### src/rtl/pipe_stage_skid.sv
// Two-entry pipeline register with a skid slot, debug step gating, flush and stop-flag latching.
// Bubbles always present an all-zero control word so downstream sees a NOP.
module pipe_stage_skid #(
  parameter int DATA_W     = 101,
  parameter int CTRL_W     = 11,
  parameter int FLUSH_DATA = 1,
  parameter int STOP_BIT   = 0
) (
  input  logic              clk,
  input  logic              rst,
  input  logic              i_step,
  input  logic              i_flush,
  input  logic              i_valid,
  output logic              o_ready,
  input  logic [DATA_W-1:0] i_data,
  input  logic [CTRL_W-1:0] i_ctrl,
  output logic              o_valid,
  input  logic              i_ready,
  output logic [DATA_W-1:0] o_data,
  output logic [CTRL_W-1:0] o_ctrl,
  output logic [1:0]        o_count,
  output logic              o_halted
);

  typedef enum logic [1:0] {
    EMPTY = 2'd0,
    ONE   = 2'd1,
    FULL  = 2'd2
  } state_t;

  state_t            state_reg;
  logic [DATA_W-1:0] main_data_reg;
  logic [CTRL_W-1:0] main_ctrl_reg;
  logic [DATA_W-1:0] skid_data_reg;
  logic [CTRL_W-1:0] skid_ctrl_reg;
  logic              halted_reg;

  logic skid_valid;
  logic accept;
  logic xfer;

  assign skid_valid = (state_reg == FULL);
  assign o_ready    = rst & i_step & ~skid_valid & ~halted_reg;
  assign o_valid    = (state_reg != EMPTY);
  assign accept     = i_step & i_valid & o_ready & ~i_flush;
  assign xfer       = i_step & o_valid & i_ready;

  assign o_data   = main_data_reg;
  assign o_ctrl   = main_ctrl_reg;
  assign o_count  = state_reg;
  assign o_halted = halted_reg;

  always_ff @(posedge clk) begin
    if (!rst) begin
      state_reg     <= EMPTY;
      main_data_reg <= '0;
      main_ctrl_reg <= '0;
      skid_data_reg <= '0;
      skid_ctrl_reg <= '0;
      halted_reg    <= 1'b0;
    end else if (i_step) begin
      if (i_flush) begin
        // A downstream transfer in this cycle still completes; only held entries are dropped.
        state_reg     <= EMPTY;
        main_ctrl_reg <= '0;
        skid_ctrl_reg <= '0;
        halted_reg    <= 1'b0;
        if (FLUSH_DATA != 0) begin
          main_data_reg <= '0;
          skid_data_reg <= '0;
        end
      end else begin
        if (accept && i_ctrl[STOP_BIT]) begin
          halted_reg <= 1'b1;
        end
        case (state_reg)
          EMPTY: begin
            if (accept) begin
              state_reg     <= ONE;
              main_data_reg <= i_data;
              main_ctrl_reg <= i_ctrl;
            end
          end
          ONE: begin
            if (accept && xfer) begin
              main_data_reg <= i_data;
              main_ctrl_reg <= i_ctrl;
            end else if (accept) begin
              state_reg     <= FULL;
              skid_data_reg <= i_data;
              skid_ctrl_reg <= i_ctrl;
            end else if (xfer) begin
              // Data is left as-is; only the control word must read as a NOP.
              state_reg     <= EMPTY;
              main_ctrl_reg <= '0;
            end
          end
          FULL: begin
            if (xfer) begin
              state_reg     <= ONE;
              main_data_reg <= skid_data_reg;
              main_ctrl_reg <= skid_ctrl_reg;
            end
          end
          default: begin
            state_reg     <= EMPTY;
            main_ctrl_reg <= '0;
          end
        endcase
      end
    end
  end

endmodule

### config.mk
export PLATFORM = sky130hd
export DESIGN_NAME = pipe_stage_skid
export DESIGN_NICKNAME = d
export VERILOG_FILES = /design/src/rtl/pipe_stage_skid.sv
export SDC_FILE = /design/constraint.sdc
export NUM_CORES = 1
export LEC_CHECK = 0
export CORE_MARGIN = 3
export CORE_UTILIZATION = 52
export DETAILED_ROUTE_END_ITERATION = 8
export HOLD_SLACK_MARGIN = 0.12
export PLACE_DENSITY = 0.85
export SYNTH_ARGS = -nofsm -noshare
export SYNTH_HDL_FRONTEND = slang
export SYNTH_SLANG_ARGS = --single-unit
### constraint.sdc
create_clock -name clk -period 3.77 [get_ports clk]
set_input_delay 0.5655 -clock clk [delete_from_list [all_inputs] [get_ports clk]]
set_output_delay 0.5655 -clock clk [all_outputs]
set_load 0.05 [all_outputs]
==> results of run 1 <==
synthesized netlist by cell type (6+ instances only):
cell type,count
o22ai_1,13
buf_6,9
inv_1,15
clkbuf_1,34
o2bb2ai_2,90
buf_4,6
nand2_1,14
o2bb2ai_1,11
a22o_1,123
buf_2,15
mux2i_1,101
dfxtp_1,227
power groups by stage:
| stage | combinational [mW] | clock (mW) | sequential, mW |
|---|---|---|---|
| global placement | 0.422 | 0 | 2.48 |
| detailed placement | 0.427 | 0 | 2.48 |
| finish | 0.427 | 2.34 | 2.43 |
| CTS | 0.429 | 2.40 | 2.43 |
| floorplan | 0.164 | 0 | 2.53 |
| global route | 0.455 | 2.48 | 2.43 |
layout make-up:
type                            instances  area, µm²
Clock buffer                           38        744
Clock inverter                          4       48.8
Fill cell                            1158       4510
Inverter                               15       56.3
Multi-Input combinational cell        381       3910
Sequential cell                       227       4540
Tap cell                              220        275
Timing Repair Buffer                  248       2500
stage by stage:
step / instance area (µm²) / power [mW] / setup slack (ns)
6_report: 12100 / 5.19 / 0.771
5_1_grt: 12100 / 5.37 / 0.657
4_1_cts: 12100 / 5.25 / 0.738
3_5_place_dp: 11300 / 2.91 / 0.839
3_3_place_gp: 11300 / 2.90 / 0.867
2_1_floorplan: 8830 / 2.70 / 0.661
worst max-delay path, stage by stage, from the launching register on:
cell and delay (ns):
dfxtp_1 0.62, buf_4 0.34, or2_2 0.15, clkdlybuf4s50_1 0.82
worst min path at each step:
stage / startpoint / to / slack (ns)
after CTS: o_data[22] / o_data[22] / 0.47
final: o_data[22] / o_data[22] / 0.47
after floorplan: skid_data_reg[0] / skid_data_reg[0] / 0.45
after global placement: o_data[22] / o_data[22] / 0.44
after global routing: o_data[94] / o_data[94] / 0.48
after detailed placement: o_data[22] / o_data[22] / 0.45
metal layers:
layer	GRT usage (%)	vias to the layer above	part of all wire, %
met5	0	-	0
met4	6.66	0	2.1
met3	6.07	38	7.4
met2	36.0	192	47
met1	30.2	3126	44
li1	-	3072	-
cells by family after synthesis:
kind of cell              after synthesis
and+or+nand+nor                        34
AOI/OAI and AO/OA                     245
muxes                                 101
DFF                                   227
xor gates and xnor gates                1
buffers and inverters                  81
==> results.sh, run 1 <==
export IMPL_ant_nets=0
export IMPL_syn_area_um2=8830
export IMPL_synth_seq_cells=227
export IMPL_crit_end="o_valid"
export IMPL_yosysWarnings=0
export IMPL_synth_area_leader_cell="dfxtp_1"
export IMPL_synth_compound_area_share_pct=30.2
export IMPL_clk_root_buffer_cell="clkbuf_16"
export IMPL_fin_crit_ns=3.00
export IMPL_drtIter0Drc=295
export IMPL_drive_gt1_share_pct=16.3
export IMPL_finalHoldViolCount=0
export IMPL_ys_async_sr_fraction_pct=0
export IMPL_grtUsageTotal_pct=22.6
export IMPL_cts_setup_buffers=0
export IMPL_crit_arrival_ns=2.43
export IMPL_synthSimpleGateAreaFrac_pct=2.10
export IMPL_critPathLaunchType="flop"
export IMPL_ys_types=31
export IMPL_netlist_instances=689
export IMPL_clkTransAtPathRegs_ns=0.06
export IMPL_core_area_um2=16600
export IMPL_grt_pass1_wl_um=34600
export IMPL_layout_commonest_cell="clkdlybuf4s50_1"
export IMPL_rsz0062_at_grt="false"
export IMPL_post_route_period_util_pct=79.5
export IMPL_diodes=0
export IMPL_cts_resized=0
export IMPL_combPwrFrac_pct=8.2
export IMPL_cp_end_kind="output pin"
export IMPL_synth_top_family_by_area="compound AO/OA/AOI/OAI gates"
export IMPL_wl_per_cell_um=19.0
export IMPL_synth_edf_count=0
export IMPL_htreeDepth=1
export IMPL_maxSlewHeadroom_pct=37.0
export IMPL_stdcell_count=1133
export IMPL_place_hpwl_um=13200
export IMPL_cts_buffers=24
export IMPL_ys_flop_type="dfxtp_1"
export IMPL_clkPwrFrac_pct=45.0
export IMPL_max_freq_mhz=333
export IMPL_ys_seq_area_share_pct=51.5
export IMPL_p_switching_mw=1.17
export IMPL_die_h_um=136
export IMPL_r2r_end="o_data[29]"
export IMPL_cts_tree="built"
export IMPL_pwr_density_cell_nw_per_um2=430
export IMPL_timing_rr_start="o_count[0]"
export IMPL_synthAdderAreaFrac_pct=0
export IMPL_drv_cap=0
export IMPL_initial_core_util_pct=53.3
export IMPL_hold_class="flop to flop"
export IMPL_portBuffers=234
export IMPL_ios=235
export IMPL_grt_overflow=0
export IMPL_gp_congestion=0.767
export IMPL_first_global_vias=6647
export IMPL_switching_share_pct=22.4
export IMPL_synth_xor_area_share_pct=0.0992
export IMPL_worst_hold_path_num_cells=1
export IMPL_route_vias_total=6428
export IMPL_reg2reg_slack_ns=1.67
export IMPL_grt_max_degree=102
export IMPL_leakage_nw=5.12
export IMPL_dieArea_um2=18600
export IMPL_final_util_pct=72.8
export IMPL_fin_hold_ws_ns=0.469
export IMPL_synth_area_leaders="dfxtp_1, o2bb2ai_2, a22o_1"
export IMPL_cts_sinks=227
export IMPL_fp_dieW_um=136
export IMPL_cts_hold_repair_buffers=0
export IMPL_worst_ir_drop_vdd_mv=0.285
export IMPL_tightestPinTransition_ns=0.945
export IMPL_synth_fp_nets=807
export IMPL_cp_required_ns=3.20
export IMPL_synth_top_area_share_pct=51.5
export IMPL_skew_ns=0.00666
export IMPL_area_growth_pct=36.8
export IMPL_slew_violations=0
export IMPL_totalWireLength_um=21500
export IMPL_ctsLongestPathBuffers=3
export IMPL_worstSetupStartpoint="o_count[1]"
export IMPL_vias_per_cell=5.67
export IMPL_status="completed"
export IMPL_synthMuxAreaShare_pct=11.4
export IMPL_avgSynthCellArea_um2=12.8
export IMPL_fin_nets=1015
export IMPL_final_setup_tns_ns=0
export IMPL_final_cell_mix="clkdlybuf4s50_1, dfxtp_1, a22o_1"
export IMPL_setup_viol_count_final=0
export IMPL_dpl_cell_count=1091
export IMPL_placementRows=47
export IMPL_clk_insertion_delay_late_ns=0.50
export IMPL_p_seq_share_pct=46.8
export IMPL_drc=0
export IMPL_crit_type="flop to output pin"
export IMPL_firstDrtPassIters=5
export IMPL_cellInternalPower_mw=4.03
export IMPL_path_max_fanout=23
export IMPL_reg2regPathDepth=6
export IMPL_antenna_found_initial=0
(Power assumes the default switching activity.)
==> run 2: changes to the inputs <==
--- a/config.mk
+++ b/config.mk
@@ -6,10 +6,10 @@
 export NUM_CORES = 1
 export LEC_CHECK = 0
 export CORE_MARGIN = 3
-export CORE_UTILIZATION = 52
+export CORE_UTILIZATION = 44
 export DETAILED_ROUTE_END_ITERATION = 8
 export HOLD_SLACK_MARGIN = 0.12
-export PLACE_DENSITY = 0.85
+export PLACE_DENSITY = 0.77
 export SYNTH_ARGS = -nofsm -noshare
 export SYNTH_HDL_FRONTEND = slang
 export SYNTH_SLANG_ARGS = --single-unit
==> constraint.sdc (replaced) <==
create_clock -name clk -period 2.7 [get_ports clk]
set_input_delay 0.405 -clock clk [delete_from_list [all_inputs] [get_ports clk]]
set_output_delay 0.405 -clock clk [all_outputs]
set_load 0.05 [all_outputs]
==> results.sh, run 2 (synthesis gave the netlist of run 1 again) <==
export IMPL_antenna_found_initial=0
export IMPL_firstDrtPassIters=4
export IMPL_cts_hold_repair_buffers=0
export IMPL_ios=235
export IMPL_wl_met1_um=10100
export IMPL_maxUsedRoutingLayer="met4"
export IMPL_setup_viol_count_final=0
export IMPL_status="completed"
export IMPL_cts_tree="built"
export IMPL_cts_sinks=227
export IMPL_worst_hold_path_num_cells=1
export IMPL_layout_commonest_cell="clkdlybuf4s50_1"
export IMPL_leakage_nw=5.21
export IMPL_reg2reg_slack_ns=0.52
export IMPL_portBuffers=234
export IMPL_grtUsageTotal_pct=20.0
export IMPL_first_global_vias=6630
export IMPL_worst_ir_drop_vdd_mv=0.410
export IMPL_post_route_period_util_pct=92.4
export IMPL_maxSlewHeadroom_pct=39.0
export IMPL_finalHoldViolCount=0
export IMPL_drv_cap=0
export IMPL_cp_end_kind="output pin"
export IMPL_final_setup_tns_ns=0
export IMPL_clkTransAtPathRegs_ns=0.06
export IMPL_cts_buffers=24
export IMPL_ant_nets=0
export IMPL_hold_class="flop to flop"
export IMPL_wl_per_cell_um=19.0
export IMPL_crit_arrival_ns=2.09
export IMPL_initial_core_util_pct=45.1
export IMPL_clk_insertion_delay_late_ns=0.51
export IMPL_drtIter0Drc=292
export IMPL_tightestPinTransition_ns=0.916
export IMPL_grt_pass1_wl_um=36300
export IMPL_totalWireLength_um=22700
export IMPL_fin_hold_ws_ns=0.468
export IMPL_max_freq_mhz=401
export IMPL_cts_setup_buffers=0
export IMPL_stdcell_count=1190
export IMPL_path_max_fanout=11
export IMPL_dpl_cell_count=1146
export IMPL_drive_gt1_share_pct=18.1
export IMPL_crit_type="flop to output pin"
export IMPL_die_h_um=148
export IMPL_fin_nets=1025
export IMPL_drc=0
export IMPL_timing_rr_start="o_count[0]"
export IMPL_dieArea_um2=21800
export IMPL_gp_congestion=0.793
export IMPL_worstHoldStart="o_data[100]"
export IMPL_area_growth_pct=39.1
export IMPL_ctsLongestPathBuffers=3
export IMPL_fp_dieW_um=148
export IMPL_pwr_density_cell_nw_per_um2=590
export IMPL_diodes=0
export IMPL_r2r_end="o_halted"
export IMPL_met2WireLength_um=10700
export IMPL_fin_crit_ns=2.50
export IMPL_reg2regPathDepth=5
export IMPL_grt_max_degree=63
export IMPL_skew_ns=0.00894
export IMPL_core_area_um2=19600
export IMPL_final_cell_mix="clkdlybuf4s50_1, dfxtp_1, a22o_1"
export IMPL_clk_root_buffer_cell="clkbuf_16"
export IMPL_min_to="o_data[100]"
export IMPL_vias_per_cell=5.45
export IMPL_place_hpwl_um=14400
export IMPL_slew_violations=0
export IMPL_wl_met3_um=1520
export IMPL_placementRows=51
export IMPL_grt_overflow=0
export IMPL_rsz0062_at_grt="false"
export IMPL_htreeDepth=1
export IMPL_route_vias_total=6487
export IMPL_cp_required_ns=2.30
export IMPL_cts_resized=0
export IMPL_critPathLaunchType="flop"
[run 2: layout make-up]
type / count / area, µm²
inverters: 15 / 56.3
well taps: 265 / 332
flip-flops and latches: 227 / 4540
fillers: 1514 / 7310
repair buffers: 258 / 2640
clock buffers: 37 / 751
multi-input cells: 381 / 3920
clock inverters: 7 / 41.3
[run 2: metrics by stage]
stage | setup slack (ns) | power, mW | cell area, µm² | util [%]
6_report | 0.205 | 7.25 | 12300 | 62.7
5_1_grt | 0.112 | 7.50 | 12300 | 62.7
4_1_cts | 0.167 | 7.34 | 12300 | 62.7
3_5_place_dp | 0.156 | 4.10 | 11500 | 58.7
3_3_place_gp | 0.199 | 4.09 | 11500 | 58.7
2_1_floorplan | 0.0541 | 3.76 | 8840 | -
[run 2: how the worst max path moves through the flow]
stage	slack [ns]	end	from
floorplan	0.05	o_ready	o_count[0]
global placement	0.20	o_data[24]	rst
detailed placement	0.16	o_data[30]	rst
CTS	0.17	o_count[0]	o_count[0]
global route	0.11	o_count[0]	o_count[0]
finish	0.20	o_count[0]	o_count[0]
[run 2: critical path: stages, from the launching register on]
cell             delay, ns
dfxtp_1               0.51
buf_4                 0.26
clkdlybuf4s50_1       0.82
[run 2: per-layer routing]
metal	global-route usage (%)	vias up
met1	26.6	3197
met5	0	-
met2	33.0	164
met4	4.47	0
li1	-	3099
met3	5.27	27
[run 2: power breakdown]
group          leakage (nW)  internal [mW]  switching, mW
sequential             1.83           3.37         0.0202
clock                 0.394           1.91           1.32
combinational          2.98          0.293          0.333
